**src/rtl/alu_mdu.sv**
```systemverilog
`default_nettype none
// +----------------------------------------------------------------------------+
// | alu_mdu : execute-stage ALU with iterative multiply/divide and HI/LO regs  |
// | rev 1.0                                                                    |
// +----------------------------------------------------------------------------+
module alu_mdu #(
  parameter int DATA_WIDTH = 32
) (
  input  logic                  clk,
  input  logic                  rst_n,
  input  logic [DATA_WIDTH-1:0] srcA,
  input  logic [DATA_WIDTH-1:0] srcB,
  input  logic [3:0]            alu_control,
  input  logic                  start,
  input  logic [1:0]            md_op,
  output logic [DATA_WIDTH-1:0] alu_result,
  output logic                  zero,
  output logic                  busy,
  output logic                  done,
  output logic                  div_by_zero,
  output logic [DATA_WIDTH-1:0] hi,
  output logic [DATA_WIDTH-1:0] lo
);

  localparam int              c_SHW      = $clog2(DATA_WIDTH);
  localparam logic [c_SHW-1:0] c_CNT_LAST = c_SHW'(DATA_WIDTH - 1);
  localparam logic [c_SHW-1:0] c_CNT_ONE  = c_SHW'(1);

  typedef enum logic [1:0] {
    S_IDLE = 2'd0,
    S_CALC = 2'd1,
    S_FIN  = 2'd2
  } state_t;

  state_t                  r_state, w_state_nxt;
  logic [c_SHW-1:0]        r_cnt;
  logic [DATA_WIDTH-1:0]   r_acc_hi, r_acc_lo, r_opb;
  logic                    r_is_div, r_neg_q, r_neg_r, r_b_zero;
  logic                    r_busy, r_done, r_dbz;
  logic [DATA_WIDTH-1:0]   r_hi, r_lo;

  logic [c_SHW-1:0]        w_shamt;
  logic                    w_signed, w_neg_a, w_neg_b;
  logic [DATA_WIDTH-1:0]   w_mag_a, w_mag_b;
  logic [DATA_WIDTH:0]     w_add, w_mul_top, w_trial;
  logic [2*DATA_WIDTH-1:0] w_mul_nxt, w_prod_fix;
  logic                    w_fits;
  logic [DATA_WIDTH-1:0]   w_div_hi, w_div_lo, w_quo, w_rem;

  assign busy        = r_busy;
  assign done        = r_done;
  assign div_by_zero = r_dbz;
  assign hi          = r_hi;
  assign lo          = r_lo;

  // Single-cycle ALU, independent of the MDU state
  always_comb begin
    w_shamt    = srcB[c_SHW-1:0];
    alu_result = '0;
    case (alu_control)
      4'b0000: alu_result = srcA & srcB;
      4'b0001: alu_result = srcA | srcB;
      4'b0010: alu_result = srcA + srcB;
      4'b0011: alu_result = srcA ^ srcB;
      4'b0100: alu_result = ~(srcA | srcB);
      4'b0101: alu_result = {{(DATA_WIDTH-1){1'b0}}, (srcA < srcB)};
      4'b0110: alu_result = srcA - srcB;
      4'b0111: alu_result = {{(DATA_WIDTH-1){1'b0}}, ($signed(srcA) < $signed(srcB))};
      4'b1000: alu_result = srcA << w_shamt;
      4'b1001: alu_result = srcA >> w_shamt;
      4'b1010: alu_result = $unsigned($signed(srcA) >>> w_shamt);
      4'b1011: alu_result = r_hi;
      4'b1100: alu_result = r_lo;
      default: alu_result = '0;
    endcase
  end

  assign zero = (alu_result == '0);

  // Launch-time operand magnitudes; md_op[0]=0 selects the signed variants
  always_comb begin
    w_signed = ~md_op[0];
    w_neg_a  = w_signed & srcA[DATA_WIDTH-1];
    w_neg_b  = w_signed & srcB[DATA_WIDTH-1];
    w_mag_a  = w_neg_a ? -srcA : srcA;
    w_mag_b  = w_neg_b ? -srcB : srcB;
  end

  // One iteration: multiply keeps multiplier in acc_lo and shifts product in from the top;
  // divide keeps dividend in acc_lo, shifting quotient bits in at the bottom.
  always_comb begin
    w_add     = {1'b0, r_acc_hi} + {1'b0, r_opb};
    w_mul_top = r_acc_lo[0] ? w_add : {1'b0, r_acc_hi};
    w_mul_nxt = {w_mul_top, r_acc_lo[DATA_WIDTH-1:1]};
    w_trial   = {r_acc_hi, r_acc_lo[DATA_WIDTH-1]} - {1'b0, r_opb};
    w_fits    = ~w_trial[DATA_WIDTH];
    w_div_hi  = w_fits ? w_trial[DATA_WIDTH-1:0] : {r_acc_hi[DATA_WIDTH-2:0], r_acc_lo[DATA_WIDTH-1]};
    w_div_lo  = {r_acc_lo[DATA_WIDTH-2:0], w_fits};
  end

  // Sign correction; a zero divisor still leaves |dividend| as the remainder
  always_comb begin
    w_prod_fix = r_neg_q ? -{r_acc_hi, r_acc_lo} : {r_acc_hi, r_acc_lo};
    w_quo      = r_b_zero ? '1 : (r_neg_q ? -r_acc_lo : r_acc_lo);
    w_rem      = r_neg_r ? -r_acc_hi : r_acc_hi;
  end

  always_ff @(posedge clk or negedge rst_n) begin
    if (!rst_n) r_state <= S_IDLE;
    else        r_state <= w_state_nxt;
  end

  always_comb begin
    w_state_nxt = r_state;
    case (r_state)
      S_IDLE:  if (start) w_state_nxt = S_CALC;
      S_CALC:  if (r_cnt == '0) w_state_nxt = S_FIN;
      S_FIN:   w_state_nxt = S_IDLE;
      default: w_state_nxt = S_IDLE;
    endcase
  end

  always_ff @(posedge clk or negedge rst_n) begin
    if (!rst_n) begin
      r_cnt    <= '0;
      r_acc_hi <= '0;
      r_acc_lo <= '0;
      r_opb    <= '0;
      r_is_div <= 1'b0;
      r_neg_q  <= 1'b0;
      r_neg_r  <= 1'b0;
      r_b_zero <= 1'b0;
      r_busy   <= 1'b0;
      r_done   <= 1'b0;
      r_dbz    <= 1'b0;
      r_hi     <= '0;
      r_lo     <= '0;
    end else begin
      r_done <= 1'b0;
      case (r_state)
        S_IDLE: begin
          if (start) begin
            r_is_div <= md_op[1];
            r_acc_hi <= '0;
            r_acc_lo <= md_op[1] ? w_mag_a : w_mag_b;
            r_opb    <= md_op[1] ? w_mag_b : w_mag_a;
            r_neg_q  <= w_neg_a ^ w_neg_b;
            r_neg_r  <= w_neg_a;
            r_b_zero <= (srcB == '0);
            r_cnt    <= c_CNT_LAST;
            r_busy   <= 1'b1;
            r_dbz    <= 1'b0;
          end
        end
        S_CALC: begin
          if (r_is_div) begin
            r_acc_hi <= w_div_hi;
            r_acc_lo <= w_div_lo;
          end else begin
            {r_acc_hi, r_acc_lo} <= w_mul_nxt;
          end
          if (r_cnt != '0) r_cnt <= r_cnt - c_CNT_ONE;
        end
        S_FIN: begin
          if (r_is_div) begin
            r_hi  <= w_rem;
            r_lo  <= w_quo;
            r_dbz <= r_b_zero;
          end else begin
            {r_hi, r_lo} <= w_prod_fix;
          end
          r_done <= 1'b1;
          r_busy <= 1'b0;
        end
        default: ;
      endcase
    end
  end

endmodule
`default_nettype wire

```
**config.mk**
```make
export PLATFORM = sky130hd
export DESIGN_NAME = alu_mdu
export DESIGN_NICKNAME = d
export VERILOG_FILES = /design/src/rtl/alu_mdu.sv
export SDC_FILE = /design/constraint.sdc
export NUM_CORES = 1
export LEC_CHECK = 0
export ABC_AREA = 1
export BUFFER_PORTS_ARGS = -buffer_cell sky130_fd_sc_hd__buf_4
export CAP_MARGIN = 20
export CORE_MARGIN = 3
export CORE_UTILIZATION = 35
export DETAILED_ROUTE_END_ITERATION = 7
export RECOVER_POWER = 25
export SYNTH_ARGS = -nofsm -noshare
export SYNTH_HDL_FRONTEND = slang
export SYNTH_SLANG_ARGS = --single-unit
```
**constraint.sdc**
```tcl
create_clock -name clk -period 2.4 [get_ports clk]
set_input_delay 0.12 -clock clk [delete_from_list [all_inputs] [get_ports clk]]
set_output_delay 0.12 -clock clk [all_outputs]
set_load 0.01 [all_outputs]
```
==> metrics.txt <==
status=finished, violations left; failing checks=capacitance limit, slew limit, setup timing; vias in the first global route=38100; post-route ant nets=0; DRC viols=0; TritonCTS Sinks=174; row cnt=102; Worst Max-Slew Pin Slew=1760 ps; Layout area overhead=61.6%; CTS tree=built; max-cap violation count=1; CP Capture Type=output port; RSZ-0062 raised after global routing=yes; maximum number of pins on one net before global-route repair=99; Root Buffer=clkbuf_16; post-synthesis mux area share=0%; non-filler cells, final=7344; Seq/Total Area, Yosys=15.7%; cell count after synthesis=4945; largest family of logic cells by synthesized area=simple AND/OR/NAND/NOR gates; synth unique cells=55; crit start category=primary input; fin crit period=2800 ps; Syn. warnings=0; share of the synthesized area in the top cell type=20.3%; endpoints failing hold=0; Post-Synth XOR/XNOR Area=3.96%; core region area=0.0778 mm2; final instance area=0.0447 mm2; Final Cycle Share=117%; initial core utilization=35.5%; boundary pin count=173; number of buffers created by CTS=17; Post-synth ARST share=100%; Slew headroom=-17.6%; Post-synth top flop=dfrtp_1; P per Cell Area=1170 mW/mm2; clk_skew=15.3 ps; WL/cell=25.1 um; placed insts=7187; Clock Tree Buf Depth=2; Clock transition at path regs=90 ps; layout cells sized above 1=37.9%; worst min path class=primary input to register; data required time of the worst path=2280 ps; setup ws final=-399 ps; adder-cell share of the synthesized area=7.93%; 1st-pass router iterations=6; most common cell after layout, fill and taps aside=buf_4; syn avg cell area=5.59 um2; Synthesized Nets=5191; Synth Area in Compound Gates=16.6%; Slew Viols, Final=64; routed wire length=184000 um; port bufs=172; most frequent cells in the layout=buf_4 (1403), nand2_1 (1302), inv_1 (486); Worst-Skew Late Latency=480 ps; initial antenna violation count=0; die area=0.0824 mm2; cells on worst reg2reg path=19; H-tree lvl count=4; initial DRC count=4170; final setup TNS=-10830 ps; Synth area leaders=nand2_1 (20%), dfrtp_1 (16%), nand3_1 (11%); number of synthesized flops with an enable pin=0; hold depth=4; Yosys reg bits=174; leakage power=22.8 nW; first-pass GRT wire length=258000 um; Remaining Overflow, GRT=0; Cell Area, Placed=0.0390 mm2; GP Congestion=1.13; Mapped Area=0.0277 mm2; final setup vio count=44; post-synth top area cell=nand2_1; worst vdd ir=1.66 mV; Crit Path Class=primary input to output port; GRT Util Overall=43.0%; crit-path max FO=3; die height=287 um; Simple-Gate Fraction of Synth Area=44.1%; Via-to-Cell Ratio=5.53; Crit path arrival time=2680 ps; nets=6536; dpl hpwl=153000 um; Die Wd=287 um; via count=40600; Fmax=0.357 GHz
[power by group]
group	switching, mW	internal [mW]	total [mW]
Combinational	24.6	18.8	43.4
Clock	1.58	1.43	3.01
Sequential	1.54	4.35	5.90
[cells in the mapped netlist, drive strengths merged, types with 4 or more instances]
master      n
a21o       13
dfrtp     174
a22oi      29
o221ai     19
a221oi      4
nand3b     16
inv       586
o22ai      22
and3        4
buf       106
o21a       11
nor2      506
nand2    1510
o21ai     281
nor3       76
nor4       13
a31oi      28
clkinv      4
a21oi     328
fa          4
clkbuf    105
xnor2      16
o211ai     45
o21bai     16
xor2      109
or2        29
and2       11
o2111ai     6
nand4      87
nand3     607
ha        169
[flip-flops by register name (all words and copies together) (netlist names), 2 cells and up]
| signal | flops |
|---|---|
| r_opb | 32 |
| hi | 32 |
| lo | 32 |
| r_state | 2 |
| r_acc_hi | 32 |
| r_acc_lo | 32 |
| r_cnt | 5 |
[cells by family after synthesis]
kind of cell               Yosys count
adders and majority gates          173
buffers and inverters              801
and+or+nand+nor                   2860
AOI/OAI and AO/OA                  812
DFF                                174
xor gates and xnor gates           125
[layer usage]
| metal | vias up | wire length (um) | track usage, % |
|---|---|---|---|
| met5 | - | 0 | 0 |
| met4 | 0 | 18600 | 34.4 |
| met3 | 559 | 12600 | 4.26 |
| met2 | 2039 | 82500 | 69.4 |
| met1 | 19100 | 70700 | 52.2 |
| li1 | 18900 | - | - |
[area by class of cell]
| type | count | area (um2) |
|---|---|---|
| inverters | 590 | 2300 |
| diodes | 1 | 2.50 |
| fillers | 7957 | 33200 |
| multi-input cells | 3970 | 23700 |
| flip-flops and latches | 174 | 4380 |
| clock buffers | 17 | 425 |
| well taps | 1040 | 1300 |
| clock inverters | 15 | 188 |
| repair buffers | 1537 | 12400 |
[worst max-delay path, stage by stage]
cell and delay, ps:
buf_8 80, buf_6 90, ha_4 140, inv_4 40, fa_2 390, inv_2 100
nand3_2 80, nand3_4 130, buf_6 130, a21oi_1 60, nor2_2 210, nand3_2 160
nor2_4 160, nand2_1 80, nor2_1 90, nand2_1 110, nor2_1 140, nand2_1 100
nor2_4 150, buf_6 120
[per-stage QoR]
step	hold slack (ps)	power, mW	utilization, %	setup WS, ps
floorplan	-176	23.3	-	-109
global placement	169	41.0	50.1	-851
detailed placement	175	41.2	50.1	-822
CTS	139	49.2	54.8	-352
global route	197	55.4	57.4	-472
finish	168	52.3	57.4	-399
[final timing paths]
| kind | startpoint | to | slack [ps] |
|---|---|---|---|
| worst min register to register | busy | busy | 500 |
| max in group asynchronous | rst_n | lo[7] | 250 |
| worst max register to register | r_opb[0] | r_acc_hi[3] | -360 |
| min in group asynchronous | rst_n | hi[12] | 660 |
| worst max-delay path | srcA[0] | zero | -400 |
| worst min-delay path | srcA[0] | r_opb[0] | 170 |
[timing repair]
| item | CTS | global route |
|---|---|---|
| hold endpoints to repair | 59 | 0 |
| buffers inserted | 70 | 69 |
| gates cloned | 8 | 0 |
| pin swaps | 167 | 199 |
| setup endpoints to repair | 79 | 96 |
| hold buffers | 1 | 0 |
| resized for setup | 591 | 490 |
Note: power is estimated with default switching activity, not from simulation.
